===== src/rtl/tmds_encoder_pkg.sv =====
`default_nettype none
// ============================================================================
// Module   : tmds_pkg
// Purpose  : Shared TMDS widths, control symbols, disparity type, popcount.
// Revision : 1.0
// ============================================================================
package tmds_pkg;

    localparam int TMDS_W = 10;

    localparam logic [TMDS_W-1:0] CTRL_00 = 10'b1101010100;
    localparam logic [TMDS_W-1:0] CTRL_01 = 10'b0010101011;
    localparam logic [TMDS_W-1:0] CTRL_10 = 10'b0101010100;
    localparam logic [TMDS_W-1:0] CTRL_11 = 10'b1010101011;

    typedef logic signed [4:0] disp_t;

    function automatic logic [3:0] popcount8(input logic [7:0] d);
        logic [3:0] n;
        n = 4'd0;
        for (int i = 0; i < 8; i++) begin
            n = n + {3'b000, d[i]};
        end
        return n;
    endfunction

endpackage
`default_nettype wire


===== src/rtl/tmds_encoder_if.sv =====
`default_nettype none
// ============================================================================
// Module   : tmds_encoder_if
// Purpose  : Pixel/timing bus into the encoder and the three TMDS lanes out.
// Revision : 1.0
// ============================================================================
interface tmds_encoder_if;
    import tmds_pkg::*;

    logic              data_enable;
    logic              horz_sync;
    logic              vert_sync;
    logic [7:0]        red;
    logic [7:0]        green;
    logic [7:0]        blue;
    logic [TMDS_W-1:0] tmds_ch0;
    logic [TMDS_W-1:0] tmds_ch1;
    logic [TMDS_W-1:0] tmds_ch2;

    modport master (
        output data_enable, horz_sync, vert_sync, red, green, blue,
        input  tmds_ch0, tmds_ch1, tmds_ch2
    );

    modport slave (
        input  data_enable, horz_sync, vert_sync, red, green, blue,
        output tmds_ch0, tmds_ch1, tmds_ch2
    );

endinterface
`default_nettype wire


===== src/rtl/tmds_channel_encoder.sv =====
`default_nettype none
// ============================================================================
// Module   : tmds_channel_encoder
// Purpose  : One TMDS lane: transition-minimising stage, DC-balancing stage.
// Revision : 1.0
// ============================================================================
module tmds_channel_encoder
    import tmds_pkg::*;
(
    input  wire                clk,
    input  wire                rst_n,
    input  wire                i_de,
    input  wire  [1:0]         i_ctrl,
    input  wire  [7:0]         i_data,
    output logic [TMDS_W-1:0]  o_tmds
);

    logic [3:0]        w_n1_d;
    logic              w_use_xnor;
    logic [8:0]        w_qm;

    logic [8:0]        r_qm;
    logic              r_de;
    logic [1:0]        r_ctrl;

    logic [3:0]        w_n1;
    logic [3:0]        w_n0;
    disp_t             w_diff;
    logic              w_q8;
    logic [TMDS_W-1:0] w_sym;
    disp_t             w_cnt_nxt;

    logic [TMDS_W-1:0] r_out;
    disp_t             r_cnt;

    always_comb begin
        w_n1_d     = popcount8(i_data);
        w_use_xnor = (w_n1_d > 4'd4) || ((w_n1_d == 4'd4) && !i_data[0]);
        w_qm       = 9'd0;
        w_qm[0]    = i_data[0];
        for (int i = 1; i < 8; i++) begin
            w_qm[i] = w_use_xnor ? (w_qm[i-1] ~^ i_data[i]) : (w_qm[i-1] ^ i_data[i]);
        end
        w_qm[8]    = !w_use_xnor;
    end

    always_ff @(posedge clk) begin
        if (!rst_n) begin
            r_qm   <= 9'd0;
            r_de   <= 1'b0;
            r_ctrl <= 2'b00;
        end else begin
            r_qm   <= w_qm;
            r_de   <= i_de;
            r_ctrl <= i_ctrl;
        end
    end

    // Differences stay at 5-bit signed so cnt never sees a wider operand.
    always_comb begin
        w_n1      = popcount8(r_qm[7:0]);
        w_n0      = 4'd8 - w_n1;
        w_diff    = disp_t'({1'b0, w_n1}) - disp_t'({1'b0, w_n0});
        w_q8      = r_qm[8];
        w_sym     = CTRL_00;
        w_cnt_nxt = 5'sd0;
        if (!r_de) begin
            case (r_ctrl)
                2'b00:   w_sym = CTRL_00;
                2'b01:   w_sym = CTRL_01;
                2'b10:   w_sym = CTRL_10;
                default: w_sym = CTRL_11;
            endcase
        end else if ((r_cnt == 5'sd0) || (w_n1 == w_n0)) begin
            w_sym     = {~w_q8, w_q8, w_q8 ? r_qm[7:0] : ~r_qm[7:0]};
            w_cnt_nxt = w_q8 ? (r_cnt + w_diff) : (r_cnt - w_diff);
        end else if (((r_cnt > 5'sd0) && (w_n1 > w_n0)) ||
                     ((r_cnt < 5'sd0) && (w_n0 > w_n1))) begin
            w_sym     = {1'b1, w_q8, ~r_qm[7:0]};
            w_cnt_nxt = r_cnt + {3'b000, w_q8, 1'b0} - w_diff;
        end else begin
            w_sym     = {1'b0, w_q8, r_qm[7:0]};
            w_cnt_nxt = r_cnt - {3'b000, ~w_q8, 1'b0} + w_diff;
        end
    end

    always_ff @(posedge clk) begin
        if (!rst_n) begin
            r_out <= CTRL_00;
            r_cnt <= 5'sd0;
        end else begin
            r_out <= w_sym;
            r_cnt <= w_cnt_nxt;
        end
    end

    assign o_tmds = r_out;

endmodule
`default_nettype wire


===== src/rtl/tmds_encoder.sv =====
`default_nettype none
// ============================================================================
// Module   : tmds_encoder
// Purpose  : Three-lane DVI TMDS encoder (ch0 blue+sync, ch1 green, ch2 red).
// Revision : 1.0
// ============================================================================
module tmds_encoder
    import tmds_pkg::*;
#(
    parameter int OUT_REG = 0
) (
    input  wire            clock_25,
    input  wire            reset_n,
    tmds_encoder_if.slave  bus
);

    logic [TMDS_W-1:0] w_sym0;
    logic [TMDS_W-1:0] w_sym1;
    logic [TMDS_W-1:0] w_sym2;

    // Only the blue lane carries sync; green and red send C1C0 = 00 in blanking.
    tmds_channel_encoder u_ch0 (
        .clk    (clock_25),
        .rst_n  (reset_n),
        .i_de   (bus.data_enable),
        .i_ctrl ({bus.vert_sync, bus.horz_sync}),
        .i_data (bus.blue),
        .o_tmds (w_sym0)
    );

    tmds_channel_encoder u_ch1 (
        .clk    (clock_25),
        .rst_n  (reset_n),
        .i_de   (bus.data_enable),
        .i_ctrl (2'b00),
        .i_data (bus.green),
        .o_tmds (w_sym1)
    );

    tmds_channel_encoder u_ch2 (
        .clk    (clock_25),
        .rst_n  (reset_n),
        .i_de   (bus.data_enable),
        .i_ctrl (2'b00),
        .i_data (bus.red),
        .o_tmds (w_sym2)
    );

    generate
        if (OUT_REG != 0) begin : g_out_reg
            logic [TMDS_W-1:0] r_ch0;
            logic [TMDS_W-1:0] r_ch1;
            logic [TMDS_W-1:0] r_ch2;

            always_ff @(posedge clock_25) begin
                if (!reset_n) begin
                    r_ch0 <= CTRL_00;
                    r_ch1 <= CTRL_00;
                    r_ch2 <= CTRL_00;
                end else begin
                    r_ch0 <= w_sym0;
                    r_ch1 <= w_sym1;
                    r_ch2 <= w_sym2;
                end
            end

            assign bus.tmds_ch0 = r_ch0;
            assign bus.tmds_ch1 = r_ch1;
            assign bus.tmds_ch2 = r_ch2;
        end else begin : g_no_out_reg
            assign bus.tmds_ch0 = w_sym0;
            assign bus.tmds_ch1 = w_sym1;
            assign bus.tmds_ch2 = w_sym2;
        end
    endgenerate

endmodule
`default_nettype wire

===== src/flat_wrapper.sv =====
// flat-port wrapper written by rule: the top's interface ports become plain ports
module tmds_encoder_flat import tmds_pkg::*;
#(
    parameter int OUT_REG = 0
)
  (clock_25, reset_n, bus_data_enable, bus_horz_sync, bus_vert_sync, bus_red, bus_green, bus_blue, bus_tmds_ch0, bus_tmds_ch1, bus_tmds_ch2);
  tmds_encoder_if bus_i ();
  input  wire clock_25;
  input  wire reset_n;
  input wire logic [$bits(bus_i.data_enable)-1:0] bus_data_enable;
  input wire logic [$bits(bus_i.horz_sync)-1:0] bus_horz_sync;
  input wire logic [$bits(bus_i.vert_sync)-1:0] bus_vert_sync;
  input wire logic [$bits(bus_i.red)-1:0] bus_red;
  input wire logic [$bits(bus_i.green)-1:0] bus_green;
  input wire logic [$bits(bus_i.blue)-1:0] bus_blue;
  output wire logic [$bits(bus_i.tmds_ch0)-1:0] bus_tmds_ch0;
  output wire logic [$bits(bus_i.tmds_ch1)-1:0] bus_tmds_ch1;
  output wire logic [$bits(bus_i.tmds_ch2)-1:0] bus_tmds_ch2;
  assign bus_i.data_enable = bus_data_enable;
  assign bus_i.horz_sync = bus_horz_sync;
  assign bus_i.vert_sync = bus_vert_sync;
  assign bus_i.red = bus_red;
  assign bus_i.green = bus_green;
  assign bus_i.blue = bus_blue;
  assign bus_tmds_ch0 = bus_i.tmds_ch0;
  assign bus_tmds_ch1 = bus_i.tmds_ch1;
  assign bus_tmds_ch2 = bus_i.tmds_ch2;
  tmds_encoder #(.OUT_REG(OUT_REG)) u_core (.clock_25(clock_25), .reset_n(reset_n), .bus(bus_i));
endmodule

===== config.mk =====
export PLATFORM = sky130hd
export DESIGN_NAME = tmds_encoder_flat
export DESIGN_NICKNAME = d
export VERILOG_FILES = /design/src/rtl/tmds_encoder_pkg.sv /design/src/rtl/tmds_encoder_if.sv /design/src/rtl/tmds_channel_encoder.sv /design/src/rtl/tmds_encoder.sv /design/src/flat_wrapper.sv
export SDC_FILE = /design/constraint.sdc
export NUM_CORES = 1
export LEC_CHECK = 0
export BUFFER_PORTS_ARGS = -buffer_cell sky130_fd_sc_hd__buf_2
export CORE_ASPECT_RATIO = 0.9
export CORE_MARGIN = 4
export CORE_UTILIZATION = 45
export DETAILED_ROUTE_END_ITERATION = 6
export GPL_TIMING_DRIVEN = 0
export PLACE_DENSITY = 0.73
export SKIP_CTS_REPAIR_TIMING = 1
export SKIP_LAST_GASP = 1
export SLEW_MARGIN = 0
export SYNTH_ARGS = -nofsm -noshare
export SYNTH_HDL_FRONTEND = slang
export SYNTH_SLANG_ARGS = --single-unit

===== constraint.sdc =====
create_clock -name clock_25 -period 14 [get_ports clock_25]
set_clock_uncertainty 0.2 [all_clocks]
set_input_delay 4.2 -clock clock_25 [delete_from_list [all_inputs] [get_ports clock_25]]
set_output_delay 4.2 -clock clock_25 [all_outputs]
set_load 0.05 [all_outputs]

==> metrics.md <==
| Metric | Value |
|---|---|
| Status | `completed` |
| Final WL | `10.94 mm` |
| Port Buf Inserts | `58` |
| Largest net degree at the start of global routing | `14` |
| Max-cap violations | `0` |
| Die ar. | `14740 sq um` |
| Setup-failing EPs final | `0` |
| Worst-Skew Late Latency | `330 ps` |
| Post-synth top cells | `inv_1 (100), dfxtp_1 (75), ha_1 (70)` |
| Netlist cell types | `43` |
| Antenna-violating nets left | `0` |
| Layout cells sized above 1 | `13.76%` |
| CTS tree | `built` |
| CP startpoint kind | `input pin` |
| IO Count | `59` |
| Data arrival, critical path | `7720 ps` |
| Die height | `115.6 um` |
| Final Hold Fails | `0` |
| Achievable frequency | `0.1296 GHz` |
| Synthesis-to-layout area growth | `14.22%` |
| Initial antenna violation count | `0` |
| CTS sink cnt | `75` |
| Worst hold path type | `register to register` |
| Flops & latches, synth | `75` |
| Clk buf depth | `2` |
| Total negative setup slack | `0 ps` |
| Synth top area share | `25.94%` |
| Synth Warn # | `0` |
| Actual slew at the worst max-slew pin | `621.7 ps` |
| Fin crit share | `55.12%` |
| Row count | `39` |
| Pre-antenna DRT Iters | `4` |
| Post-synth net total | `740` |
| Die X | `127.5 um` |
| Detail-routed via count per cell | `4.820` |
| Fillers | `1099` |
| First-pass GRT wire length | `19.29 mm` |
| Top-count cell post-synth | `inv_1` |
| CP Class | `input pin to register` |
| Vias in the first global route | `4373` |
| Core area | `12640 sq um` |
| Top_reg_cell synth | `dfxtp_1` |
| Gp weighted congestion | `0.8635` |
| Ys async rst share | `0%` |
| Global-route usage over all layers | `15.98%` |
| Min Hold Slack | `296.3 ps` |
| Routed len/inst | `13.02 um` |
| Worst slew margin | `58.18%` |
| Root Driver | `clkbuf_16` |
| Worst setup EP type | `register` |
| Nets | `809` |
| Synth Cell Area | `5788 sq um` |
| Inserted Diodes | `0` |
| Detailed placer's ending HPWL | `9.047 mm` |
| Synthesized instance count | `602` |
| H-tree Lvls | `3` |
| Final min period | `7717 ps` |
| Post-synth EDFFs | `0` |
| Required time worst endpoint | `14010 ps` |
| Top cells by area, synth | `dfxtp_1 (26%), ha_1 (15%), fa_1 (13%), xnor2_1 (8.6%), inv_1 (6.5%)` |
| Syn_area_per_cell | `9.615 sq um` |
| Leading area contributor after synthesis | `dfxtp_1` |
| Drt drc | `0` |
| Clk pin slew, worst setup/hold paths | `60 ps` |
| Vias | `4049` |
| Initial Util | `45.80%` |
| TritonCTS buffer count | `9` |
| Initial detailed-routing violation count | `131` |
| Post-synthesis sequential area ratio | `25.94%` |
| Max-slew violations | `0` |
| RSZ-0062 raised after global routing | `false` |
| Gr ovfl total | `0` |
| Worst Path Max Fanout | `4` |
## path summary, 6_finish.rpt
kind / from / end / slack (ps) / cells past startpoint
worst min register to register: register / register / 300 / 1
worst max-delay path: bus_blue[0] / u_core.u_ch0.r_qm[7]$_SDFF_PN0_ / 6280 / 14
worst min-delay path: register / register / 300 / 1
worst max register to register: u_core.u_ch1.r_qm[0]$_SDFF_PN0_ / u_core.u_ch1.r_cnt[4]$_SDFF_PN0_ / 7240 / 23
## cells in the final DEF (no fill, tap or decap), drive strengths merged, types with 2 or more instances in the layout
cell type,instances
a211oi,13
a21boi,3
a21o,10
a21oi,25
a31oi,3
and2,15
and2b,2
and3,3
buf,58
bufinv,2
clkbuf,18
clkinv,2
dfxtp,75
fa,39
ha,70
inv,101
mux2,2
mux2i,14
nand2,20
nand2b,2
nand3b,2
nand4bb,3
nor2,52
nor2b,11
nor3,3
nor3b,5
o21ai,14
o22ai,8
o2bb2ai,2
or2,3
or4,3
xnor2,60
xnor3,3
xor2,25
## routing by layer
metal | track usage [%] | vias to the layer above | routed length [um]
li1 | - | 2053 | -
met1 | 19.30 | 1905 | 4929
met2 | 28.41 | 72 | 5408
met3 | 2.627 | 19 | 377
met4 | 6.648 | 0 | 224
met5 | 0 | - | 0
## state kept, by name, summed over array words and instances (netlist names), named ones only
| register | count |
|---|---|
| u_core.u_ch0.r_qm | 9 |
| u_core.u_ch1.r_qm | 9 |
| u_core.u_ch2.o_tmds | 10 |
| u_core.u_ch1.r_cnt | 4 |
| u_core.u_ch0.r_cnt | 4 |
| u_core.u_ch0.r_de | 1 |
| u_core.u_ch2.r_cnt | 4 |
| u_core.u_ch1.o_tmds | 10 |
| u_core.u_ch0.r_ctrl | 2 |
| u_core.u_ch2.r_qm | 9 |
| u_core.u_ch0.o_tmds | 10 |
## cell families after synthesis
kind of cell               count (synthesis)  synth area share, %
and+or+nand+nor                          125                11.05
adders and majority gates                109                28.62
buffers and inverters                    108                7.004
xor gates and xnor gates                  88                14.55
AOI/OAI and AO/OA                         81                9.382
DFF                                       75                25.94
muxes                                     16                3.459
## worst max-delay path, cell delays in order
cell     delay (ps)
buf_2           130
fa_1            530
inv_1            50
fa_1            440
fa_1            500
inv_1            50
ha_1            200
fa_1            430
nor3b_1         250
o21ai_0         120
a21oi_1         370
xor2_1          240
xnor2_1         140
nor2_1           60
## layout make-up
cell class                      count  area [sq um]  share of cell area [%]
Clock inverter                      5         85.08                   1.287
Tap cell                          164         205.2                   3.104
Buffer                              7         26.28                  0.3974
Multi-Input combinational cell    419          3881                   58.71
Clock buffer                       11         242.7                   3.671
Sequential cell                    75          1501                   22.71
Timing Repair Buffer               58         290.3                   4.391
Inverter                          101         379.1                   5.734
## stage by stage
step                instance area, sq um  util, %  setup WS [ps]  cells
floorplan                           5788        -           6305    602
global placement                    6284    49.72           5967    824
detailed placement                  6284    49.72           5930    824
CTS                                 6611    52.31           6273    840
global route                        6611    52.31           6065    840
finish                              6611    52.31           6283    840
Power is left out: the tool's default activity adds up to more than one toggle a clock period on the data nets, which glitch-free logic cannot reach.
